`src/rtl/ex_alu_stage.sv`:
```
// rtl/ex_alu_stage.sv - EX-stage ALU with 2-entry elastic EX/MEM buffer (main + skid)
module ex_alu_stage #(
  parameter int WIDTH = 32
) (
  input  logic             clk,
  input  logic             rst_n,
  input  logic             flush,
  input  logic             in_valid,
  output logic             in_ready,
  input  logic [3:0]       in_alu_ctl,
  input  logic [WIDTH-1:0] in_a,
  input  logic [WIDTH-1:0] in_b,
  input  logic [4:0]       in_rd,
  input  logic             in_reg_write,
  output logic             out_valid,
  input  logic             out_ready,
  output logic [WIDTH-1:0] out_result,
  output logic             out_zero,
  output logic [4:0]       out_rd,
  output logic             out_reg_write,
  output logic             out_illegal
);

  localparam logic [3:0] CTL_AND = 4'b0000;
  localparam logic [3:0] CTL_OR  = 4'b0001;
  localparam logic [3:0] CTL_ADD = 4'b0010;
  localparam logic [3:0] CTL_SUB = 4'b0110;
  localparam logic [3:0] CTL_SLT = 4'b0111;

  // Combinational ALU result for the incoming entry
  logic [WIDTH-1:0] alu_result;
  logic             alu_illegal;
  logic             alu_slt;

  assign alu_slt = ($signed(in_a) < $signed(in_b));

  // Decode the control code and evaluate the selected operation
  always_comb begin
    alu_result  = '0;
    alu_illegal = 1'b0;
    case (in_alu_ctl)
      CTL_AND: alu_result = in_a & in_b;
      CTL_OR:  alu_result = in_a | in_b;
      CTL_ADD: alu_result = in_a + in_b;
      CTL_SUB: alu_result = in_a - in_b;
      CTL_SLT: alu_result = {{(WIDTH-1){1'b0}}, alu_slt};
      default: begin
        alu_result  = '0;
        alu_illegal = 1'b1;
      end
    endcase
  end

  // Entry payload as it will be stored; illegal ops never write back
  logic [WIDTH-1:0] new_result;
  logic             new_zero;
  logic [4:0]       new_rd;
  logic             new_reg_write;
  logic             new_illegal;

  // Assemble the payload captured at the accept edge
  always_comb begin
    new_result    = alu_result;
    new_zero      = (alu_result == '0);
    new_rd        = in_rd;
    new_reg_write = in_reg_write & ~alu_illegal;
    new_illegal   = alu_illegal;
  end

  // Buffer state: main drives out_*, skid absorbs one entry of backpressure
  logic             skid_valid;
  logic [WIDTH-1:0] skid_result;
  logic             skid_zero;
  logic [4:0]       skid_rd;
  logic             skid_reg_write;
  logic             skid_illegal;

  logic push;
  logic pop;
  logic main_load;

  // in_ready comes straight from the skid flop, so it is registered and
  // independent of out_ready
  assign in_ready  = ~skid_valid;
  assign push      = in_valid & in_ready;
  assign pop       = out_valid & out_ready;
  assign main_load = ~out_valid | pop;

  // Main register: refilled from skid first to keep arrival order
  always_ff @(posedge clk or negedge rst_n) begin
    if (!rst_n) begin
      out_valid     <= 1'b0;
      out_result    <= '0;
      out_zero      <= 1'b0;
      out_rd        <= '0;
      out_reg_write <= 1'b0;
      out_illegal   <= 1'b0;
    end else if (flush) begin
      out_valid <= 1'b0;
    end else if (main_load) begin
      if (skid_valid) begin
        out_valid     <= 1'b1;
        out_result    <= skid_result;
        out_zero      <= skid_zero;
        out_rd        <= skid_rd;
        out_reg_write <= skid_reg_write;
        out_illegal   <= skid_illegal;
      end else begin
        out_valid <= push;
        if (push) begin
          out_result    <= new_result;
          out_zero      <= new_zero;
          out_rd        <= new_rd;
          out_reg_write <= new_reg_write;
          out_illegal   <= new_illegal;
        end
      end
    end
  end

  // Skid register: takes a push whenever main cannot, or refills behind a
  // skid-to-main transfer
  always_ff @(posedge clk or negedge rst_n) begin
    if (!rst_n) begin
      skid_valid     <= 1'b0;
      skid_result    <= '0;
      skid_zero      <= 1'b0;
      skid_rd        <= '0;
      skid_reg_write <= 1'b0;
      skid_illegal   <= 1'b0;
    end else if (flush) begin
      skid_valid <= 1'b0;
    end else begin
      if (main_load) begin
        if (skid_valid) begin
          skid_valid <= push;
        end
      end else if (push) begin
        skid_valid <= 1'b1;
      end
      if (push && !(main_load && !skid_valid)) begin
        skid_result    <= new_result;
        skid_zero      <= new_zero;
        skid_rd        <= new_rd;
        skid_reg_write <= new_reg_write;
        skid_illegal   <= new_illegal;
      end
    end
  end

endmodule

```
`config.mk`:
```
export PLATFORM = sky130hd
export DESIGN_NAME = ex_alu_stage
export DESIGN_NICKNAME = d
export VERILOG_FILES = /design/src/rtl/ex_alu_stage.sv
export SDC_FILE = /design/constraint.sdc
export NUM_CORES = 1
export LEC_CHECK = 0
export CAP_MARGIN = 40
export CORE_MARGIN = 2
export CORE_UTILIZATION = 52
export CTS_CLUSTER_DIAMETER = 40
export CTS_CLUSTER_SIZE = 8
export DETAILED_ROUTE_END_ITERATION = 10
export GPL_TIMING_DRIVEN = 1
export PLACE_DENSITY = 0.79
export SLEW_MARGIN = 20
export SYNTH_ARGS = -nofsm -noshare
export SYNTH_HDL_FRONTEND = slang
export SYNTH_SLANG_ARGS = --single-unit
```
`constraint.sdc`:
```
create_clock -name clk -period 1.5 [get_ports clk]
set_input_delay 0.45 -clock clk [delete_from_list [all_inputs] [get_ports clk]]
set_output_delay 0.45 -clock clk [all_outputs]
set_load 0.02 [all_outputs]
```
==> results.tsv, run 1 <==
stage	metric	value	unit
run_status	status	did not finish	
run_status	Last stage	clock tree synthesis	
run_status	Err	[ERROR DPL-0033] detailed placement checks failed during check placement.	
synthesis	Synth cell types	90	
synthesis	Post-Synth Simple-Gate Area	0.191	
floorplan	die height	138	um
synthesis	Synth area leaders	dfrtp_1, ha_1, o21ai_0	
synthesis	syn_nets	1379	
clocking	CTS Buf Count	9	
synthesis	Yosys top cell by area	dfrtp_1	
synthesis	Mapped Area	0.00928	sq mm
clocking	Clock Tree Root	clkbuf_16	
floorplan	initial core utilization	0.535	
synthesis	Post-synth top cells	nand2_1, o21ai_0, inv_1	
clocking	TritonCTS Sinks	82	
synthesis	post-synthesis xor/xnor area fraction	0.0132	
floorplan	Rows	48	
synthesis	Synth Warn #	0	
floorplan	Die X	138	um
clocking	post-CTS sizing	557	
synthesis	Post-Synth Adder-Cell Area	0.136	
synthesis	Avg Inst Size Synth	7.74	sq um
placed_design	placed cells	1902	
synthesis	largest family of logic cells by synthesized area	compound AO/OA/AOI/OAI gates	
floorplan	Ports	121	
synthesis	post-synthesis mux area share	0.0792	
synthesis	count leader, synth	nand2_1	
synthesis	Synth Area in Compound Gates	0.282	
synthesis	Synth Flop Type	dfrtp_1	
placed_design	DPL Wire Length	31700	um
clocking	Max clock buf depth	2	
placed_design	Port Buffers	120	
synthesis	fraction of the yosys area taken by sequential cells	0.221	
clocking	H-tree depth	3	
clocking	postcts setup bufs	121	
synthesis	Synth Register Bits	82	
clocking	Post-CTS Hold Fix Bufs	0	
placed_design	Setup WS pre-CTS	-2.62	ns
placed_design	GP Congestion	1.03	
synthesis	synthesized instance count	1200	
synthesis	top cell type's share of synthesized area	0.221	
synthesis	Post-synth EDFFs	0	
synthesis	async set-or-reset flop fraction in the synthesized netlist	1.00	
==> through the flow <==
stage	hold slack [ns]	setup TNS, ns	area (sq um)
3_5_place_dp	0.361	-138.35	14200
3_3_place_gp	0.362	-130.51	14200
2_1_floorplan	0.154	-59.14	9830
==> cell families after synthesis <==
group	after synthesis
flip-flops	82
XOR/XNOR	14
adder cells (fa/ha/maj)	100
multiplexers	70
AO/OA/AOI/OAI	387
AND/OR/NAND/NOR	372
buffers and inverters	175
==> run 2, diff against run 1 <==
--- a/config.mk
+++ b/config.mk
@@ -7,12 +7,10 @@
 export LEC_CHECK = 0
 export CAP_MARGIN = 40
 export CORE_MARGIN = 2
-export CORE_UTILIZATION = 52
-export CTS_CLUSTER_DIAMETER = 40
-export CTS_CLUSTER_SIZE = 8
+export CORE_UTILIZATION = 40
 export DETAILED_ROUTE_END_ITERATION = 10
 export GPL_TIMING_DRIVEN = 1
-export PLACE_DENSITY = 0.79
+export PLACE_DENSITY_LB_ADDON = 0.15
 export SLEW_MARGIN = 20
 export SYNTH_ARGS = -nofsm -noshare
 export SYNTH_HDL_FRONTEND = slang
==> constraint.sdc (replaced) <==
create_clock -name clk -period 1.95 [get_ports clk]
set_input_delay 0.585 -clock clk [delete_from_list [all_inputs] [get_ports clk]]
set_output_delay 0.585 -clock clk [all_outputs]
set_load 0.02 [all_outputs]
==> run 2 against run 1 <==
  * The flow now finishes, with violations (negative setup slack)
  * Synthesized area is the same
  * Synthesized cell count is the same
==> results.tsv, run 2 <==
stage	metric	value	unit	change
final_layout	Final #Nets	1976		
setup_path	arrival time worst endpoint	3.65	ns	
floorplan	total die area	0.0244	sq mm	
setup_path	reg2reg setup slack	0.35	ns	
synthesis	syn_nets	1379		unchanged
final_layout	diode count	0		
sta	Setup TNS	-58.82	ns	
floorplan	initial core utilization	0.409		-0.126
floorplan	die height	156	um	+14%
synthesis	Yosys top cell by area	dfrtp_1		
routing	Vias per Instance	5.68		
synthesis	Mapped Area	0.00928	sq mm	unchanged
final_layout	Layout fillers	1545		
clocking	Max clock buf depth	2		unchanged
setup_path	Crit Path Category	input pin to register		
setup_path	CP endpoint kind	register		
clocking	CTS Buf Count	9		unchanged
setup_path	slowest CP cell	a2111oi_4		
global_route	largest net degree at the start of global routing	37		
placed_design	Setup WS pre-CTS	-2.33	ns	+0.289 ns
sta	slew of the pin with the lowest slew margin	0.706	ns	
sta	Final Max Slew Viols	0		
setup_path	Crit path largest cell delay	0.46	ns	
routing	Starting DRT DRC Count	821		
placed_design	Port Buffers	120		unchanged
sta	Clock Skews	0.00487	ns	
sta	final worst path period share	1.75		
routing	1st-pass router iterations	5		
clocking	Clock Tree Root	clkbuf_16		
clocking	Clock Latency Late Sink	0.33	ns	
global_route	total track usage	0.323		
synthesis	Post-synth top cells	nand2_1, o21ai_0, inv_1		
run_status	status	finished, violations left		
synthesis	Synth Register Bits	82		unchanged
synthesis	Synth cell types	90		unchanged
power_and_ir_drop	Flop pwr share	0.239		
placed_design	placed cells	1954		+2.7%
final_layout	commonest non-fill, non-tap cells in the layout	buf_4, nand2_1, buf_6, dfrtp_1, nor2_1		
routing	WL/cell	20.0	um	
global_route	initial antenna violation count	0		
power_and_ir_drop	Worst IR Drop VDD	0.424	mV	
floorplan	Rows	55		+15%
synthesis	Synth Warn #	0		unchanged
sta	# setup viols final	65		
floorplan	Die X	156	um	+14%
sta	setup ws final	-1.46	ns	
global_route	met2 Use GR	0.557		
placed_design	GP Congestion	0.982		-5.0%
clocking	TritonCTS Sinks	82		unchanged
final_layout	most common cell after layout, fill and taps aside	buf_4		
sta	final worst path period need	3.41	ns	
power_and_ir_drop	Pwr Density	507	mW/mm^2	
power_and_ir_drop	Psw	3330	uW	
synthesis	synthesized instance count	1200		unchanged
setup_path	FF-to-FF Start	skid_valid		
power_and_ir_drop	Pleak	0.00803	uW	
routing	drc violations	0		
synthesis	async set-or-reset flop fraction in the synthesized netlist	1.00		unchanged
global_route	vias in the first global route	11711		
global_route	GRT busiest layer	met2		
routing	Antenna Nets Post-Route	0		
floorplan	Ports	121		unchanged
setup_path	CP most frequent cell	buf_6		
clocking	Post-CTS Hold Fix Bufs	0		unchanged
synthesis	Avg Inst Size Synth	7.74	sq um	unchanged
clocking	H-tree depth	3		unchanged
final_layout	Area Overhead vs Synth	90.2	%	
sta	Fmax	294	MHz	
synthesis	fraction of the yosys area taken by sequential cells	0.221		unchanged
global_route	first-pass GRT wire length	62300	um	
global_route	GRT overflow	0		
setup_path	Critical Path RT	2.20	ns	
final_layout	largest registers	out_result: 32 flops, skid_result: 32 flops		
synthesis	Synth Flop Type	dfrtp_1		
synthesis	top cell type's share of synthesized area	0.221		unchanged
synthesis	Synth area leaders	dfrtp_1, ha_1, o21ai_0		
setup_path	Worst R2R End	out_rd[1]		
clocking	Clk pin slew, worst setup/hold paths	0.06	ns	
power_and_ir_drop	switching share of total power	0.372		
setup_path	CP startpoint kind	input pin		
min_path	Hold Path Class	input pin to async pin		
setup_path	crit-path max FO	6		
power_and_ir_drop	Power Internal	5620	uW	
synthesis	count leader, synth	nand2_1		
synthesis	Post-synth EDFFs	0		unchanged
sta	Hold WS	0.167	ns	
power_and_ir_drop	Comb pwr share	0.572		
sta	Final Hold Viols	0		
setup_path	Reg2Reg Depth	6		
final_layout	Layout Cells excl Fill	2087		
job	max-cap violations	0		
floorplan	CORE AREA	0.0227	sq mm	
setup_path	critical-path cell list	buf_12 -> inv_12 -> ha_4 -> buf_6 -> nor2_4 -> a221oi_4 -> buf_6 -> a2111oi_4 -> o21a_2 -> buf_6 -> o21ai_4 -> buf_6 -> a211oi_2 -> a21o_1 -> and4_1 -> and4_1 -> nand3_2 -> o31ai_2		
run_status	failing checks	negative setup slack		
power_and_ir_drop	Clock power frac	0.189		
global_route	GRT met1 Usage	0.409		
clocking	CTS tree	yes		
routing	DR vias	11852		
global_route	met3 Use GR	0.0346		
final_layout	share of cells above drive strength 1	0.548		
routing	drt total wl	41700	um	
sta	RSZ-0062 raised after global routing	yes		
sta	Relative slew margins	0.522		
placed_design	DPL Wire Length	30600	um	-3.4%
run 2: final cells by class:
class / instances / area [sq um] / area share
repair buffers: 655 / 5690 / 0.322
inverters: 106 / 443 / 0.0251
well taps: 285 / 357 / 0.0202
clock inverters: 5 / 63.8 / 0.00361
clock buffers: 11 / 243 / 0.0137
multi-input cells: 943 / 8810 / 0.499
flip-flops and latches: 82 / 2050 / 0.116
run 2: kinds of logic after synthesis:
kind of cell / after synthesis / share of synthesized area
buffers and inverters: 175 / 0.0764
muxes: 70 / 0.0792
DFF: 82 / 0.221
AOI/OAI and AO/OA: 387 / 0.282
xor gates and xnor gates: 14 / 0.0132
and+or+nand+nor: 372 / 0.191
adders and majority gates: 100 / 0.136
run 2: worst max-delay path: cells and delay by family:
| family | cells | cell delay [ns] |
|---|---|---|
| compound gates | 7 | 1.44 |
| simple gates | 4 | 0.72 |
| buf+inv | 6 | 0.64 |
| fa+ha+maj | 1 | 0.27 |
run 2: how the worst max path moves through the flow:
| stage | start | endpoint |
|---|---|---|
| 2_1_floorplan | in_b[4] | out_zero |
| 3_3_place_gp | in_a[0] | out_zero |
| 3_5_place_dp | in_a[0] | out_zero |
| 4_1_cts | in_a[0] | out_zero |
| 5_1_grt | in_a[0] | out_zero |
| 6_report | in_a[4] | out_zero |
run 2: metal layers:
layer  routed length (um)  vias up
met3                 2200      118
li1                     -     5541
met4                 1800        0
met1                17300     5732
met5                    0        -
met2                20400      461
run 2: per-stage QoR:
stage | utilization | power (uW) | area [sq um]
4_1_cts | 0.736 | 8470 | 16700
5_1_grt | 0.777 | 9370 | 17700
2_1_floorplan | - | 4040 | 9820
3_5_place_dp | 0.627 | 6010 | 14200
6_report | 0.777 | 8950 | 17700
3_3_place_gp | 0.627 | 5960 | 14200
run 2: repair_timing:
| action | CTS | global route |
|---|---|---|
| pin swaps | 186 | 123 |
| buffers inserted | 110 | 47 |
| setup endpoints to repair | 68 | 67 |
| gates resized for setup | 521 | 192 |
run 2: power by group through the flow:
| stage | Clock, uW | Combinational (uW) | Sequential [uW] |
|---|---|---|---|
| 2_1_floorplan | 0 | 1760 | 2290 |
| 3_3_place_gp | 0 | 3820 | 2140 |
| 3_5_place_dp | 0 | 3850 | 2160 |
| 4_1_cts | 1710 | 4630 | 2130 |
| 5_1_grt | 1770 | 5420 | 2170 |
| 6_report | 1690 | 5110 | 2140 |
Power figures use the tool's default switching activity.
==> run 3, diff against run 2 <==
--- a/config.mk
+++ b/config.mk
@@ -10,8 +10,8 @@
 export CORE_UTILIZATION = 40
 export DETAILED_ROUTE_END_ITERATION = 10
 export GPL_TIMING_DRIVEN = 1
+export HOLD_SLACK_MARGIN = 0.15
 export PLACE_DENSITY_LB_ADDON = 0.15
-export SLEW_MARGIN = 20
 export SYNTH_ARGS = -nofsm -noshare
 export SYNTH_HDL_FRONTEND = slang
 export SYNTH_SLANG_ARGS = --single-unit
==> constraint.sdc (replaced) <==
create_clock -name clk -period 3.5 [get_ports clk]
set_input_delay 1.05 -clock clk [delete_from_list [all_inputs] [get_ports clk]]
set_output_delay 1.05 -clock clk [all_outputs]
set_load 0.02 [all_outputs]
==> run 3 against run 2 <==
  * Setup slack better by 1.0 ns
  * Utilization decreased by 5.6 points
  * The flow still finishes with violations (negative setup slack)
  * Cell area shrank 7.2%
  * Die area did not move
  * Largest power group unchanged
==> results.tsv, run 3 (same netlist as run 2, synthesis figures left out) <==
stage	metric	value	unit	change
run_status	status	finished, violations left		
run_status	failing checks	negative setup slack		
final_layout	most common cell after layout, fill and taps aside	buf_4		
setup_path	CP endpoint kind	register		
routing	drt total wl	39100	um	-6.3%
final_layout	commonest non-fill, non-tap cells in the layout	buf_4, nand2_1, dfrtp_1, nor2_1, o21ai_0		
final_layout	largest registers	out_result: 32 flops, skid_result: 32 flops		
final_layout	Final Instance Area	0.0164	sq mm	-7.2%
global_route	largest net degree at the start of global routing	65		+76%
sta	Fmax	255	MHz	
final_layout	Area Overhead vs Synth	76.4	%	
sta	Final Max Slew Viols	0		unchanged
final_layout	diode count	0		unchanged
placed_design	Cell Area, Placed	0.0140	sq mm	-1.9%
floorplan	CORE AREA	0.0227	sq mm	unchanged
floorplan	total die area	0.0244	sq mm	unchanged
routing	drc violations	0		unchanged
sta	Setup TNS	-1.99	ns	+56.82 ns
routing	Vias per Instance	5.52		-2.8%
clocking	Clock Latency Late Sink	0.32	ns	about the same
setup_path	Crit Path Category	input pin to register		
min_path	Hold Path Class	register to register		
clocking	Max clock buf depth	2		unchanged
global_route	initial antenna violation count	0		unchanged
final_layout	Final #Nets	1936		-2.0%
sta	# setup viols final	17		-74%
job	max-cap violations	0		unchanged
floorplan	Ports	121		unchanged
clocking	Clock Tree Root	clkbuf_16		
sta	Relative slew margins	0.585		+0.0633
setup_path	reg2reg setup slack	1.46	ns	+1.11 ns
global_route	GRT overflow	0		unchanged
routing	DR vias	11290		-4.7%
clocking	Clk pin slew, worst setup/hold paths	0.06	ns	about the same
sta	slew of the pin with the lowest slew margin	0.620	ns	-0.0860 ns
power_and_ir_drop	Flop pwr share	0.257		+0.018
setup_path	arrival time worst endpoint	4.15	ns	+0.50 ns
global_route	vias in the first global route	11181		-4.5%
global_route	first-pass GRT wire length	59700	um	-4.2%
clocking	TritonCTS Sinks	82		unchanged
setup_path	crit-path max FO	2		-4
sta	RSZ-0062 raised after global routing	yes		
floorplan	die height	156	um	unchanged
power_and_ir_drop	Worst IR Drop VDD	0.236	mV	-44%
final_layout	share of cells above drive strength 1	0.497		-0.0514
power_and_ir_drop	Pleak	0.00757	uW	-5.8%
power_and_ir_drop	Power Internal	2920	uW	-48%
placed_design	Setup WS pre-CTS	-1.37	ns	+0.958 ns
power_and_ir_drop	Pwr Density	283	mW/mm^2	-44%
routing	Starting DRT DRC Count	739		-10%
sta	Hold WS	0.473	ns	+0.307 ns
floorplan	Rows	55		unchanged
power_and_ir_drop	Psw	1710	uW	-48%
sta	final worst path period need	3.92	ns	
setup_path	CP startpoint kind	input pin		
power_and_ir_drop	Clock power frac	0.183		-0.006
clocking	CTS tree	yes		
placed_design	GP Congestion	1.00		+2.2%
sta	setup ws final	-0.425	ns	+1.03 ns
routing	Antenna Nets Post-Route	0		unchanged
power_and_ir_drop	switching share of total power	0.370		-0.00186
sta	final worst path period share	1.12		
routing	1st-pass router iterations	7		+2
clocking	H-tree depth	3		unchanged
global_route	total track usage	0.311		-0.0120
sta	Final Hold Viols	0		unchanged
clocking	Post-CTS Hold Fix Bufs	0		unchanged
power_and_ir_drop	Comb pwr share	0.560		-0.012
placed_design	Port Buffers	120		unchanged
placed_design	DPL Wire Length	30800	um	+0.57%
routing	WL/cell	19.1	um	-4.4%
clocking	CTS Buf Count	9		unchanged
power_and_ir_drop	Tot Pwr	4630	uW	-48%
floorplan	initial core utilization	0.409		unchanged
floorplan	Die X	156	um	unchanged
setup_path	Critical Path RT	3.73	ns	+1.53 ns
sta	Clock Skews	0.00486	ns	-0.0000111 ns
[run 3: cell count changes in the layout (fill, tap and decap cells not counted), sizes merged]
cell and delta:
clkdlybuf4s50 +1, inv +1, clkinv -1, dlymetal6s2s +3
clkdlybuf4s15 -2, dlygate4sd2 -9, bufinv -1, buf -33
[run 3: layer usage]
metal / GRT usage / share of wire / up-vias
met1: 0.410 / 0.43 / 5388
met4: 0.0996 / 0.029 / 0
li1: - / - / 5435
met3: 0.0285 / 0.052 / 80
met5: 0 / 0 / -
met2: 0.537 / 0.48 / 387
[run 3: power groups by stage]
stage	registers, uW	logic, uW	clock network (uW)
final	1190	2590	850
after CTS	1190	2380	864
after floorplan	1270	910	0
after detailed placement	1200	2090	0
after global routing	1210	2770	907
after global placement	1190	2070	0
[run 3: worst max-delay path, stage by stage]
cell and delay (ns):
buf_8 0.08, inv_6 0.03, ha_4 0.15, inv_2 0.05, fa_2 0.22, nand2b_4 0.07
buf_6 0.12, a2111oi_4 0.35, buf_4 0.17, nor2_4 0.04, a221oi_2 0.26, o22ai_2 0.12
or4_4 0.52, nor4_4 0.18, and4_1 0.21, and4_1 0.21, nand3_2 0.10, o31ai_2 0.20
[run 3: repair_timing]
item                                    CTS  global route
endpoints found under the setup margin   53            41
setup buffers                            54            32
cloned                                    0             0
gates resized for setup                 413           194
pin swaps                               110            98
[run 3: final timing paths]
path | from | to | cells after the start
worst max-delay path | in_a[0] | out_zero | 18
worst min-delay path | out_reg_write | out_reg_write | 2
worst max register to register | skid_valid | out_result[8] | 7
worst min register to register | out_reg_write | out_reg_write | 2
max in group asynchronous | rst_n | skid_result[29] | 2
min in group asynchronous | rst_n | out_result[3] | 1
[run 3: final cells by class]
class	instances	area [sq um]
multi-input cells	943	8170
fillers	1822	6330
repair buffers	615	5100
flip-flops and latches	82	2050
inverters	106	423
well taps	285	357
clock buffers	11	243
clock inverters	4	28.8
[run 3: metrics by stage]
stage	std cells	utilization
5_1_grt	2046	0.721
3_5_place_dp	1961	0.615
4_1_cts	2021	0.689
6_report	2046	0.721
3_3_place_gp	1959	0.613
2_1_floorplan	1200	-
==> run 4, diff against run 3 <==
--- a/config.mk
+++ b/config.mk
@@ -6,8 +6,7 @@
 export NUM_CORES = 1
 export LEC_CHECK = 0
 export CAP_MARGIN = 40
-export CORE_MARGIN = 2
-export CORE_UTILIZATION = 40
+export CORE_UTILIZATION = 30
 export DETAILED_ROUTE_END_ITERATION = 10
 export GPL_TIMING_DRIVEN = 1
 export HOLD_SLACK_MARGIN = 0.15
==> run 4 against run 3 <==
  * The run still ends with negative setup slack left
  * Clock power increased by 14%
  * Combinational power rose by 2%
  * Count of clock-buffer cells in the layout is the same
  * Final cell count rose by 6.4%
  * Clock skew rose by 0.00065 ns
  * First-iteration DRC count fell by 17%
  * Via count is 0.98% higher
  * Critical path type unchanged
==> results.tsv, run 4 (same netlist as run 2, synthesis figures left out) <==
stage	metric	value	unit	change
floorplan	Ports	121		unchanged
routing	Vias per Instance	5.24		-5.1%
power_and_ir_drop	Worst IR Drop VDD	0.269	mV	+14%
floorplan	initial core utilization	0.304		-0.105
setup_path	Reg2Reg Depth	7		unchanged
setup_path	Worst R2R End	out_result[3]		
setup_path	Critical Path RT	3.72	ns	about the same
power_and_ir_drop	Clock power frac	0.202		+0.019
clocking	H-tree depth	3		unchanged
sta	# setup viols final	19		+2
floorplan	Rows	64		+16%
routing	Antenna Nets Post-Route	0		unchanged
final_layout	diode count	0		unchanged
setup_path	Worst Path Buf+Inv	17		+12
clocking	Clock Tree Root	clkbuf_16		
placed_design	placed cells	2052		+4.6%
floorplan	die height	178	um	+14%
placed_design	Port Buffers	120		unchanged
placed_design	Cell Area, Placed	0.0140	sq mm	+0.22%
min_path	hold path cells	2		unchanged
sta	Final Max Slew Viols	0		unchanged
setup_path	CP startpoint kind	input pin		
global_route	GRT overflow	0		unchanged
sta	Fmax	254	MHz	-0.17%
setup_path	CP most frequent cell	buf_4		
clocking	CTS Buf Count	9		unchanged
final_layout	Layout Cells excl Fill	2177		+6.4%
setup_path	CP endpoint kind	register		
final_layout	Area Overhead vs Synth	82.2	%	
clocking	CTS tree	yes		
power_and_ir_drop	Pleak	0.00778	uW	+2.8%
job	max-cap violations	0		unchanged
floorplan	total die area	0.0317	sq mm	+29%
min_path	Hold Startpoint	out_rd[2]		
run_status	failing checks	negative setup slack		
final_layout	Layout fillers	2853		+57%
final_layout	commonest non-fill, non-tap cells in the layout	buf_4, nand2_1, dfrtp_1, nor2_1		
final_layout	Core Util, Final	0.554		-0.167
min_path	Hold EP	out_rd[2]		
routing	drc violations	0		unchanged
clocking	Clock Latency Late Sink	0.33	ns	about the same
floorplan	CORE AREA	0.0305	sq mm	+34%
final_layout	Reg area	0.00205	sq mm	unchanged
final_layout	largest registers	out_result: 32 flops, skid_result: 32 flops		
setup_path	worst setup path start	in_b[1]		
final_layout	share of cells above drive strength 1	0.507		+0.0101
final_layout	most common cell after layout, fill and taps aside	buf_4		
global_route	total track usage	0.251		-0.0601
setup_path	critical-path cell list	buf_8 -> inv_4 -> buf_6 -> ha_4 -> nor2_2 -> buf_4 -> o311a_4 -> a32oi_2 -> nand2_2 -> buf_4 -> buf_4 -> buf_4 -> buf_4 -> buf_4 -> buf_4 -> buf_4 -> buf_4 -> buf_4 -> buf_4 -> buf_4 -> buf_4 -> buf_4 -> mux2_2		
final_layout	Final Instance Area	0.0169	sq mm	+3.3%
global_route	first-pass GRT wire length	61900	um	+3.7%
sta	setup ws final	-0.432	ns	-0.00682 ns
sta	slew of the pin with the lowest slew margin	0.813	ns	+0.193 ns
sta	Relative slew margins	0.451		-0.134
placed_design	DPL Wire Length	31200	um	+1.4%
routing	Starting DRT DRC Count	616		-17%
power_and_ir_drop	Pwr Density	283	mW/mm^2	+0.10%
setup_path	crit-path max FO	3		+1
final_layout	Final #Nets	1955		+0.98%
clocking	Max clock buf depth	2		unchanged
setup_path	arrival time worst endpoint	4.15	ns	about the same
global_route	initial antenna violation count	0		unchanged
final_layout	Multi-input gate area	0.00827	sq mm	+1.2%
sta	Final Hold Viols	0		unchanged
power_and_ir_drop	Comb pwr share	0.551		-0.009
sta	Setup TNS	-2.50	ns	-0.507 ns
floorplan	Die X	178	um	+14%
setup_path	FF-to-FF Start	skid_valid		
clocking	Clk pin slew, worst setup/hold paths	0.06	ns	about the same
routing	DR vias	11401		+0.98%
global_route	GRT busiest layer	met2		
power_and_ir_drop	Psw	1750	uW	+2.0%
global_route	largest net degree at the start of global routing	64		-1.5%
setup_path	CP top delay family	buffers and inverters		
sta	final worst path period share	1.12		+0.00195
setup_path	slowest CP cell	o311a_4		
clocking	TritonCTS Sinks	82		unchanged
power_and_ir_drop	switching share of total power	0.365		-0.00490
power_and_ir_drop	Flop pwr share	0.248		-0.009
global_route	met2 Use GR	0.426		-0.111
setup_path	Crit path largest cell delay	0.31	ns	-0.21 ns
global_route	met3 Use GR	0.0234		-0.00517
global_route	GRT met1 Usage	0.332		-0.0775
global_route	vias in the first global route	11189		+0.072%
sta	Clock Skews	0.00551	ns	+0.000653 ns
routing	WL/cell	18.4	um	-3.6%
min_path	Hold Path Class	register to register		
placed_design	GP Congestion	0.966		-3.8%
setup_path	reg2reg setup slack	1.45	ns	about the same
routing	1st-pass router iterations	5		-2
routing	drt total wl	40100	um	+2.5%
run_status	status	finished, violations left		
sta	RSZ-0062 raised after global routing	yes		
sta	final worst path period need	3.93	ns	+0.00682 ns
power_and_ir_drop	Power Internal	3040	uW	+4.2%
setup_path	Crit Path Category	input pin to register		
==> run 4: per-layer routing <==
metal | vias to the layer above | wire [um]
met1 | 5491 | 17800
met4 | 0 | 1030
met2 | 349 | 19500
met5 | - | 0
met3 | 70 | 1790
li1 | 5491 | -
==> run 4: tightest hold or removal path, stage by stage (launching register included) <==
cell and delay [ns]:
dfrtp_1 0.34, nand2_1 0.04, o21ai_0 0.06
==> run 4: repair_timing <==
action                                  4_1_cts  5_1_grt
cloned                                        1        0
endpoints found under the setup margin       53       39
hold buffers                                  0        0
pin swaps                                   132       82
setup buffers                               101       21
gates resized for setup                     452      149
==> run 4: power groups by stage <==
stage                     Combinational, uW  Sequential, uW  Clock (uW)
after CTS                              2490            1190         995
final                                  2640            1190         967
after detailed placement               2070            1200           0
after global routing                   2830            1210        1030
after global placement                 2060            1200           0
after floorplan                         910            1270           0
==> run 4: cell type report <==
type,instances,area share
clock buffers,11,0.0149
inverters,106,0.0250
flip-flops and latches,82,0.121
repair buffers,634,0.317
well taps,396,0.0293
multi-input cells,943,0.489
clock inverters,5,0.00370
==> run 4: metrics by stage <==
| step | hold WS, ns | total power [uW] | setup slack [ns] |
|---|---|---|---|
| after floorplan | 0.450 | 2180 | -0.146 |
| after global placement | 0.461 | 3250 | -1.50 |
| after detailed placement | 0.470 | 3280 | -1.50 |
| after CTS | 0.484 | 4670 | -0.526 |
| after global routing | 0.501 | 5070 | -0.505 |
| final | 0.476 | 4790 | -0.432 |
==> run 4: worst max-delay path by stage <==
stage | end | slack, ns | depth (start not counted)
after detailed placement | out_zero | -1.50 | 16
after global placement | out_zero | -1.50 | 16
after CTS | out_zero | -0.53 | 17
after global routing | out_zero | -0.51 | 17
final | skid_result[3] | -0.43 | 23
after floorplan | out_zero | -0.15 | 13
